<file path="src/rtl/darkroom_spi_receiver.sv">
// Mode-0 SPI slave for DarkRoom sensor frames: deserialises, length-checks and commits whole frames,
// exposed on an Avalon-MM read slave. Define DARKROOM_RX_TIMESTAMP_EN to add a commit timestamp register.
`timescale 1ns/1ps
module darkroom_spi_receiver #(
    parameter int WORDS_PER_FRAME = 8,
    parameter int SYNC_STAGES     = 2
) (
    input  logic        clock,
    input  logic        reset_n,
    input  logic        sck_i,
    input  logic        ss_n_i,
    input  logic        mosi_i,
    input  logic [6:0]  address,
    input  logic        read,
    output logic [31:0] readdata,
    output logic        waitrequest,
    output logic        frame_valid_o,
    output logic        frame_error_o
);

    localparam int FRAME_BITS = 32 * WORDS_PER_FRAME;
    localparam int BC_W       = $clog2(FRAME_BITS + 1);
    localparam int WI_W       = (WORDS_PER_FRAME > 1) ? $clog2(WORDS_PER_FRAME) : 1;

    localparam logic [BC_W-1:0] BC_FULL     = BC_W'(FRAME_BITS);
    localparam logic [6:0]      ADDR_COUNTS = 7'(WORDS_PER_FRAME);
    localparam logic [6:0]      ADDR_STATUS = 7'(WORDS_PER_FRAME + 1);
`ifdef DARKROOM_RX_TIMESTAMP_EN
    localparam logic [6:0]      ADDR_TS     = 7'(WORDS_PER_FRAME + 2);
`endif

    localparam logic [0:0] ST_IDLE = 1'b0;
    localparam logic [0:0] ST_RECV = 1'b1;

    logic [SYNC_STAGES-1:0] sck_sync_p0;
    logic [SYNC_STAGES-1:0] ss_n_sync_p0;
    logic [SYNC_STAGES-1:0] mosi_sync_p0;
    logic                   sck_p1;
    logic                   ss_n_p1;

    logic sck_s;
    logic ss_n_s;
    logic mosi_s;
    logic sck_rise;
    logic ss_fall;
    logic ss_rise;

    logic [0:0]            state;
    logic [BC_W-1:0]       bit_count;
    logic [BC_W-4:0]       byte_idx;
    logic [6:0]            byte_sr;
    logic [FRAME_BITS-1:0] shift_frame;
    logic [FRAME_BITS-1:0] committed;
    logic [FRAME_BITS-1:0] shadow;
    logic [FRAME_BITS-1:0] snap_frame;
    logic                  overflow;
    logic                  overflow_sticky;
    logic [15:0]           frame_count;
    logic [15:0]           error_count;

    logic                  commit_now;
    logic                  discard_now;
    logic                  overflow_hit;
    logic                  rd_accept;
    logic [WI_W-1:0]       word_idx;
    logic [31:0]           rd_word;

    // ---- stage p0/p1: input synchronisers and edge history ----
    // ss_n history resets low so a select already held low at reset release never looks like a falling edge.
    always_ff @(posedge clock or negedge reset_n) begin
        if (!reset_n) begin
            sck_sync_p0  <= '0;
            ss_n_sync_p0 <= '0;
            mosi_sync_p0 <= '0;
            sck_p1       <= 1'b0;
            ss_n_p1      <= 1'b0;
        end else begin
            sck_sync_p0  <= {sck_sync_p0[SYNC_STAGES-2:0], sck_i};
            ss_n_sync_p0 <= {ss_n_sync_p0[SYNC_STAGES-2:0], ss_n_i};
            mosi_sync_p0 <= {mosi_sync_p0[SYNC_STAGES-2:0], mosi_i};
            sck_p1       <= sck_sync_p0[SYNC_STAGES-1];
            ss_n_p1      <= ss_n_sync_p0[SYNC_STAGES-1];
        end
    end

    assign sck_s    = sck_sync_p0[SYNC_STAGES-1];
    assign ss_n_s   = ss_n_sync_p0[SYNC_STAGES-1];
    assign mosi_s   = mosi_sync_p0[SYNC_STAGES-1];
    assign sck_rise = sck_s & ~sck_p1;
    assign ss_fall  = ss_n_p1 & ~ss_n_s;
    assign ss_rise  = ~ss_n_p1 & ss_n_s;

    assign byte_idx     = bit_count[BC_W-1:3];
    assign commit_now   = (state == ST_RECV) && ss_rise && (bit_count == BC_FULL) && !overflow;
    assign discard_now  = (state == ST_RECV) && ss_rise && !((bit_count == BC_FULL) && !overflow);
    assign overflow_hit = (state == ST_RECV) && !ss_rise && sck_rise && (bit_count == BC_FULL);
    assign snap_frame   = commit_now ? shift_frame : committed;

    // ---- stage p2: frame receive FSM and commit ----
    always_ff @(posedge clock or negedge reset_n) begin
        if (!reset_n) begin
            state         <= ST_IDLE;
            bit_count     <= '0;
            byte_sr       <= '0;
            shift_frame   <= '0;
            committed     <= '0;
            overflow      <= 1'b0;
            frame_count   <= '0;
            error_count   <= '0;
            frame_valid_o <= 1'b0;
            frame_error_o <= 1'b0;
        end else begin
            frame_valid_o <= commit_now;
            frame_error_o <= discard_now;
            if (commit_now) begin
                committed   <= shift_frame;
                frame_count <= frame_count + 16'd1;
            end
            if (discard_now) begin
                error_count <= error_count + 16'd1;
            end
            case (state)
                ST_IDLE: begin
                    if (ss_fall) begin
                        state       <= ST_RECV;
                        bit_count   <= '0;
                        byte_sr     <= '0;
                        shift_frame <= '0;
                        overflow    <= 1'b0;
                    end
                end
                ST_RECV: begin
                    if (ss_rise) begin
                        state <= ST_IDLE;
                    end else if (sck_rise) begin
                        if (bit_count == BC_FULL) begin
                            overflow <= 1'b1;
                        end else begin
                            byte_sr   <= {byte_sr[5:0], mosi_s};
                            bit_count <= bit_count + 1'b1;
                            if (bit_count[2:0] == 3'd7) begin
                                shift_frame[{byte_idx, 3'b000} +: 8] <= {byte_sr, mosi_s};
                            end
                        end
                    end
                end
                default: state <= ST_IDLE;
            endcase
        end
    end

`ifdef DARKROOM_RX_TIMESTAMP_EN
    logic [31:0] cycle_cnt;
    logic [31:0] commit_ts;
    logic [31:0] shadow_ts;

    always_ff @(posedge clock or negedge reset_n) begin
        if (!reset_n) begin
            cycle_cnt <= '0;
            commit_ts <= '0;
            shadow_ts <= '0;
        end else begin
            cycle_cnt <= cycle_cnt + 32'd1;
            if (commit_now) begin
                commit_ts <= cycle_cnt;
            end
            if (rd_accept && (address == 7'd0)) begin
                shadow_ts <= commit_now ? cycle_cnt : commit_ts;
            end
        end
    end
`endif

    assign rd_accept = read && !waitrequest;
    assign word_idx  = address[WI_W-1:0];

    // Word 0 comes from the same snapshot that refreshes the shadow, keeping 0..N-1 coherent.
    always_comb begin
        rd_word = '0;
        if (address == 7'd0) begin
            rd_word = snap_frame[31:0];
        end else if (address < ADDR_COUNTS) begin
            rd_word = shadow[{word_idx, 5'b00000} +: 32];
        end else if (address == ADDR_COUNTS) begin
            rd_word = {error_count, frame_count};
        end else if (address == ADDR_STATUS) begin
            rd_word = {30'b0, overflow_sticky, (state == ST_RECV)};
`ifdef DARKROOM_RX_TIMESTAMP_EN
        end else if (address == ADDR_TS) begin
            rd_word = shadow_ts;
`endif
        end
    end

    // ---- stage p3: Avalon read response, one wait cycle per accepted read ----
    always_ff @(posedge clock or negedge reset_n) begin
        if (!reset_n) begin
            readdata        <= '0;
            waitrequest     <= 1'b0;
            shadow          <= '0;
            overflow_sticky <= 1'b0;
        end else begin
            waitrequest <= rd_accept;
            if (rd_accept) begin
                readdata <= rd_word;
                if (address == 7'd0) begin
                    shadow <= snap_frame;
                end
            end
            if (overflow_hit) begin
                overflow_sticky <= 1'b1;
            end else if (rd_accept && (address == ADDR_STATUS)) begin
                overflow_sticky <= 1'b0;
            end
        end
    end

endmodule
</file>
<file path="config.mk">
export PLATFORM = sky130hd
export DESIGN_NAME = darkroom_spi_receiver
export DESIGN_NICKNAME = d
export VERILOG_FILES = /design/src/rtl/darkroom_spi_receiver.sv
export SDC_FILE = /design/constraint.sdc
export NUM_CORES = 2
export LEC_CHECK = 0
export BUFFER_PORTS_ARGS = -buffer_cell sky130_fd_sc_hd__clkbuf_2
export CAP_MARGIN = 20
export CORE_ASPECT_RATIO = 1.4
export CORE_UTILIZATION = 53
export DETAILED_ROUTE_END_ITERATION = 8
export PLACE_DENSITY = 0.78
export SETUP_SLACK_MARGIN = 0.02
export SLEW_MARGIN = 20
export SYNTH_ARGS = -nofsm -noshare
export SYNTH_HDL_FRONTEND = slang
export SYNTH_SLANG_ARGS = --single-unit
</file>
<file path="constraint.sdc">
create_clock -name clock -period 5.3 [get_ports clock]
set_input_delay 1.06 -clock clock [delete_from_list [all_inputs] [get_ports clock]]
set_output_delay 1.06 -clock clock [all_outputs]
set_load 0.05 [all_outputs]
</file>
# Word-level counts from Yosys, hierarchy flattened
# Cells that the tools add are included.
# totals
mem_bits_ro	0
reg_bits	862
latch_bits	0
mem_bits_rw	0
mem_count	0
wordCells	96
# classes
reduce_logical	20
shifts	3
mul	0
eq_ne	10
div_mod_pow	0
magnitude_cmp	1
add_sub_neg	4
bitwise	7
muxes	32
# ops
operator	n
256-bit 2-to-1 mux	6
256-bit case mux with 2 select lines	1
256-bit bitwise mux	1
8-bit by 11-bit variable shift with 256-bit output (first input constant)	1
256-bit by 9-bit variable part select with 32-bit output	1
8-bit by 11-bit variable part select with 256-bit output	1
32-bit 2-to-1 mux	3
9-bit 2-to-1 mux	4
16-bit by 1-bit adder with 16-bit output (second input constant)	2
7-bit 2-to-1 mux	4
9-bit case mux with 2 select lines	1
7-bit by 4-bit == test with 1-bit output (second input constant)	2
7-bit case mux with 2 select lines	1
9-bit negation with 11-bit output	1
1-bit logical AND	10
9-bit by 1-bit adder with 9-bit output (second input constant)	1
9-bit == test (second input constant)	1
1-bit 2-to-1 mux	8
2-bit != test (second input constant)	4
4-bit AND reduction	2
7-bit logical NOT	1
7-bit by 4-bit < comparator with 1-bit output (second input constant)	1
5-bit AND reduction	1
1-bit logical NOT	4
8 further kinds	15

# Logic depth before layout (Yosys ltp)
# logic_depth
ltp_word	8
ltp_mapped	11
depth_no_buf	7

# Worst setup path before layout
# No wires, ideal clock.
# synth_path
path_kind	input to register
start	input port address[0]
end	register readdata[10]
slack_ps	2433
setup_time_ps	138
arrival_ps	2729
path_stages	6
required_time_ps	5162
path_cell_list	clkbuf_1 -> clkbuf_1 -> buf_2 -> mux4_2 -> mux2i_1 -> o211ai_1
# synth_via
elab_chain_len	4
# synth_rtl
item	line_no	text
from (decl)	13	input logic [6:0] address,
branches (longest 3 deep; another with 256-bit by 9-bit variable part select with 32-bit output)	-	
32-bit 2-to-1 mux *	180	if (address == 7'd0) begin
to (signal assigned)	205	readdata <= rd_word;
to (decl)	15	output logic [31:0] readdata,
# Every way passes the cells marked *.
# A chain may end at the register's enable or synchronous reset.

# Final worst setup path
# layout_path
start	register state
end	register shift_frame[156]
# layout_via
elab_chain_len	3
# layout_rtl
item	line_no	text
from (decl)	48	logic [0:0] state;
from (signal assigned)	102	state <= ST_IDLE;
from (signal assigned)	125	state <= ST_RECV;
from (signal assigned)	134	state <= ST_IDLE;
1-bit inverter	-	
2-bit != test (no source line)	-	
5-bit AND reduction (no source line)	-	
to (signal, indexed assignment)	142	shift_frame[{byte_idx, 3'b000} +: 8] <= {byte_sr, mosi_s};
to (decl)	52	logic [FRAME_BITS-1:0] shift_frame;
# Several ways; a longest one is shown, not always the timed one.

==> impl_summary.md <==
Clocking
The root buffer cell is sky130_fd_sc_hd__clkbuf_16. Buffers added to address setup during post-CTS repair amount to 0. The maximum buffer depth of the clock tree is 3. TritonCTS built the clock tree.

The number of gates resized after CTS was 0. After clock tree synthesis, the flow added hold-fix buffers numbering 0. The number of sinks driven by the clock tree is 862.

The clock transition at the registers of the reported paths is 0.07 ns. The CTS buffer count is 77. The maximum level of the CTS H-tree is 3. The worst-skew pair later-pin latency is 0.64 ns.

Floorplan
The overall die height is 308 um. The width of the die is 220 um. For this configuration, the core starts out at a cell density of 53.9%. The region available for standard cell placement spans 65700 um2. The placement row count is 111. The die covers 67800 um2. During I/O placement, the number of pins put on the boundary was 48.

Synth
After synthesis, the most frequently instantiated cells are sky130_fd_sc_hd__nand2_1 (948), sky130_fd_sc_hd__dfrtp_1 (862), sky130_fd_sc_hd__mux2_2 (259). The most numerous cell in the Yosys netlist is sky130_fd_sc_hd__nand2_1. The average footprint of a synthesized cell is 11.7 um2. After synthesis the cells add up to 35400 um2.

The number of synthesized flops with an enable pin is 0. The leading register cell type out of synthesis is sky130_fd_sc_hd__dfrtp_1. The portion of the post-synthesis area used by sequential elements is 61.0%. The gate count after technology mapping is 3024. The number of distinct library cells after synthesis is 75. Of all flip-flops after synthesis, the portion carrying an async set or reset was 100%.

During synthesis, Yosys emitted a total of 0 warnings. The net count of the mapped netlist is 3044. The top cell type by total area after synthesis is sky130_fd_sc_hd__dfrtp_1. By area the synthesized netlist is led by sky130_fd_sc_hd__dfrtp_1 (61%), sky130_fd_sc_hd__nand2_1 (10%), sky130_fd_sc_hd__mux2_2 (8.2%). Synthesis inferred 862 register bits.

The share of synthesized area in the top cell type comes to 61.0%.

Place
Including well taps, the total number of placed cells is 3781. Port buffering added 47 buffers. Routability-driven placement finished with a final weighted congestion of 0.977. The detailed-placement wirelength estimate is 59700 um. Summing all placed instances gives a cell area of 36500 um2.

Layout
The layout has 4960 filler cells. For this run, the number of standard cells in the final layout without fillers is 3926. In the final layout, flip-flops and latches occupy 21600 um2. The final standard cell area without fillers is 39100 um2.

The share of final-layout standard cells stronger than drive strength 1 is 19.0%. In the final design database the tool counted 3034 nets. The area growth from synthesis to layout is 10.6%. In the final layout, the multi-input gates occupy 13100 um2.

Timing
For the finished layout, the period the worst path requires is 3.48 ns. The max-slew headroom at the worst pin is 21.4%. The number of hold violations in the final report is 0. The largest clock skew in the final design is 0.0188 ns.

Setup violations remaining at the end of the flow were counted as 0. The number of slew-limit violations in the final report was 0. At the pin with the least slew margin, the transition time is 1.18 ns. Setup repair after global routing left no endpoint under its margin. Adding up every negative setup slack in the final design gives 0 ns. Dividing the final minimum period by the clock period gives 65.6%. The fmax is 288 MHz.

Critical path
STA classifies the critical path startpoint as a register. At the worst endpoint, the arrival time is 4.00 ns. STA puts the critical path data required time at 5.83 ns.

The kind of end point of the critical path is a register. The maximum fanout encountered on the critical timing path is 67. The worst setup path is of the register to register kind.

Route
Dividing the detail-routed via count by the number of cells gives 6.23. The total detailed-routing wirelength is 94100 um. Detailed routing inserted a total of 24500 vias. The number of violations reported at the end of detailed-routing iteration 0 is 2210.

Before antenna repair, the detailed router went through 9 iterations. The count of nets left with antenna violations once routing finished came out at 0. The remaining routing DRC violations is 14. In the final routed layout, each cell accounts on average for 24.0 um.

Global routing
Entering global routing, the biggest net connects 165 pins. Global routing used 28.7% of the available tracks. The number of antenna violations at the first check in global routing came to 0. The first global-routing pass estimated 148000 um of wire. The number of global-route vias before repair was 25600. Global routing finished with a remaining overflow of 0.

Job
The tool flagged a number of max-cap violations equal to 0.

Run status
The checks that failed: design-rule violations. The flow ran to the end, but the final reports show violations.

Pwr
The overall power consumption is 12.9 mW. Across the VDD grid, the largest voltage drop is 0.219 mV. In this run the static leakage power is 19.2 nW.

The power density over cell area is 331 nW/um2.

Hold path
In this run the worst hold path is classified as register to register.
## sequential cells by signal (all words and copies together) (netlist names), 2 cells and up
signal and flops:
error_count 16, sck_sync_p0 2, ss_n_sync_p0 2, readdata 32, mosi_sync_p0 2, committed 256, frame_count 16, shadow 256
bit_count 9, shift_frame 256, byte_sr 7
## placed cells by master (no fill, tap or decap), drive strengths merged, types with 6 or more instances in the layout
cell,count
xor2,13
nor4,10
inv,15
clkbuf,151
xnor2,25
nand4,26
or2,7
nor3,34
a22oi,30
o22ai,104
nor2,42
mux4,64
bufinv,8
and2,13
a32o,8
a22o,65
o2bb2ai,57
nand2b,8
nand3,50
or3,7
mux2i,34
a21oi,9
a21o,7
nand2,948
o32ai,8
o21ai,27
mux2,259
buf,47
o211ai,40
ha,7
nor2b,6
dfrtp,862
and3,10
clkinv,20
## logic make-up after synthesis
| logic type | after synthesis | synth area share [%] |
|---|---|---|
| buffers and inverters | 192 | 2.29 |
| AOI/OAI and AO/OA | 383 | 8.15 |
| and+or+nand+nor | 1185 | 14.1 |
| DFF | 862 | 61.0 |
| adders and majority gates | 7 | 0.247 |
| xor gates and xnor gates | 38 | 0.941 |
| muxes | 357 | 13.3 |
## power by group
group,switching [mW],internal (mW)
Combinational,0.318,0.106
Clock,2.49,3.34
Sequential,0.0651,6.62
## layout make-up
cell class | count | area share (%)
multi-input cells | 1970 | 33.4
inverters | 12 | 0.115
flip-flops and latches | 862 | 55.1
clock inverters | 34 | 1.04
well taps | 847 | 2.71
clock buffers | 107 | 5.68
diodes | 3 | 0.0192
repair buffers | 91 | 1.91
## metrics by stage
step	worst slack, ns	hold slack (ns)	util [%]
after CTS	1.89	0.353	59.5
after global routing	1.63	0.361	59.6
after detailed placement	1.70	0.336	55.5
after global placement	1.83	0.336	55.5
after floorplan	2.43	0.331	-
final	1.82	0.354	59.6
## worst max-delay path: stages, from the launching register on
cell and delay [ns]:
sky130_fd_sc_hd__dfrtp_1 0.56, sky130_fd_sc_hd__or3b_4 0.76, sky130_fd_sc_hd__o31ai_1 0.28, sky130_fd_sc_hd__nand2_1 0.56, sky130_fd_sc_hd__or3_1 0.83, sky130_fd_sc_hd__a32o_1 0.38
## final timing paths
kind / cells past startpoint / from / endpoint / slack (ns)
min in group asynchronous: 1 / reset_n / shadow[250] / 0.52
worst min-delay path: 0 / mosi_sync_p0[0] / mosi_sync_p0[1] / 0.35
worst max register to register: 5 / state / shift_frame[156] / 1.82
worst min register to register: 0 / mosi_sync_p0[0] / mosi_sync_p0[1] / 0.35
worst max-delay path: 5 / state / shift_frame[156] / 1.82
max in group asynchronous: 2 / reset_n / shadow[18] / 3.48
## metal layers
| metal | vias up | track usage, % | wire length, um |
|---|---|---|---|
| met4 | 0 | 15.9 | 5000 |
| met3 | 282 | 4.52 | 6060 |
| met1 | 12700 | 36.4 | 35900 |
| li1 | 10500 | - | - |
| met5 | - | 0 | 0 |
| met2 | 1014 | 46.9 | 47200 |
(Power assumes the default switching activity.)
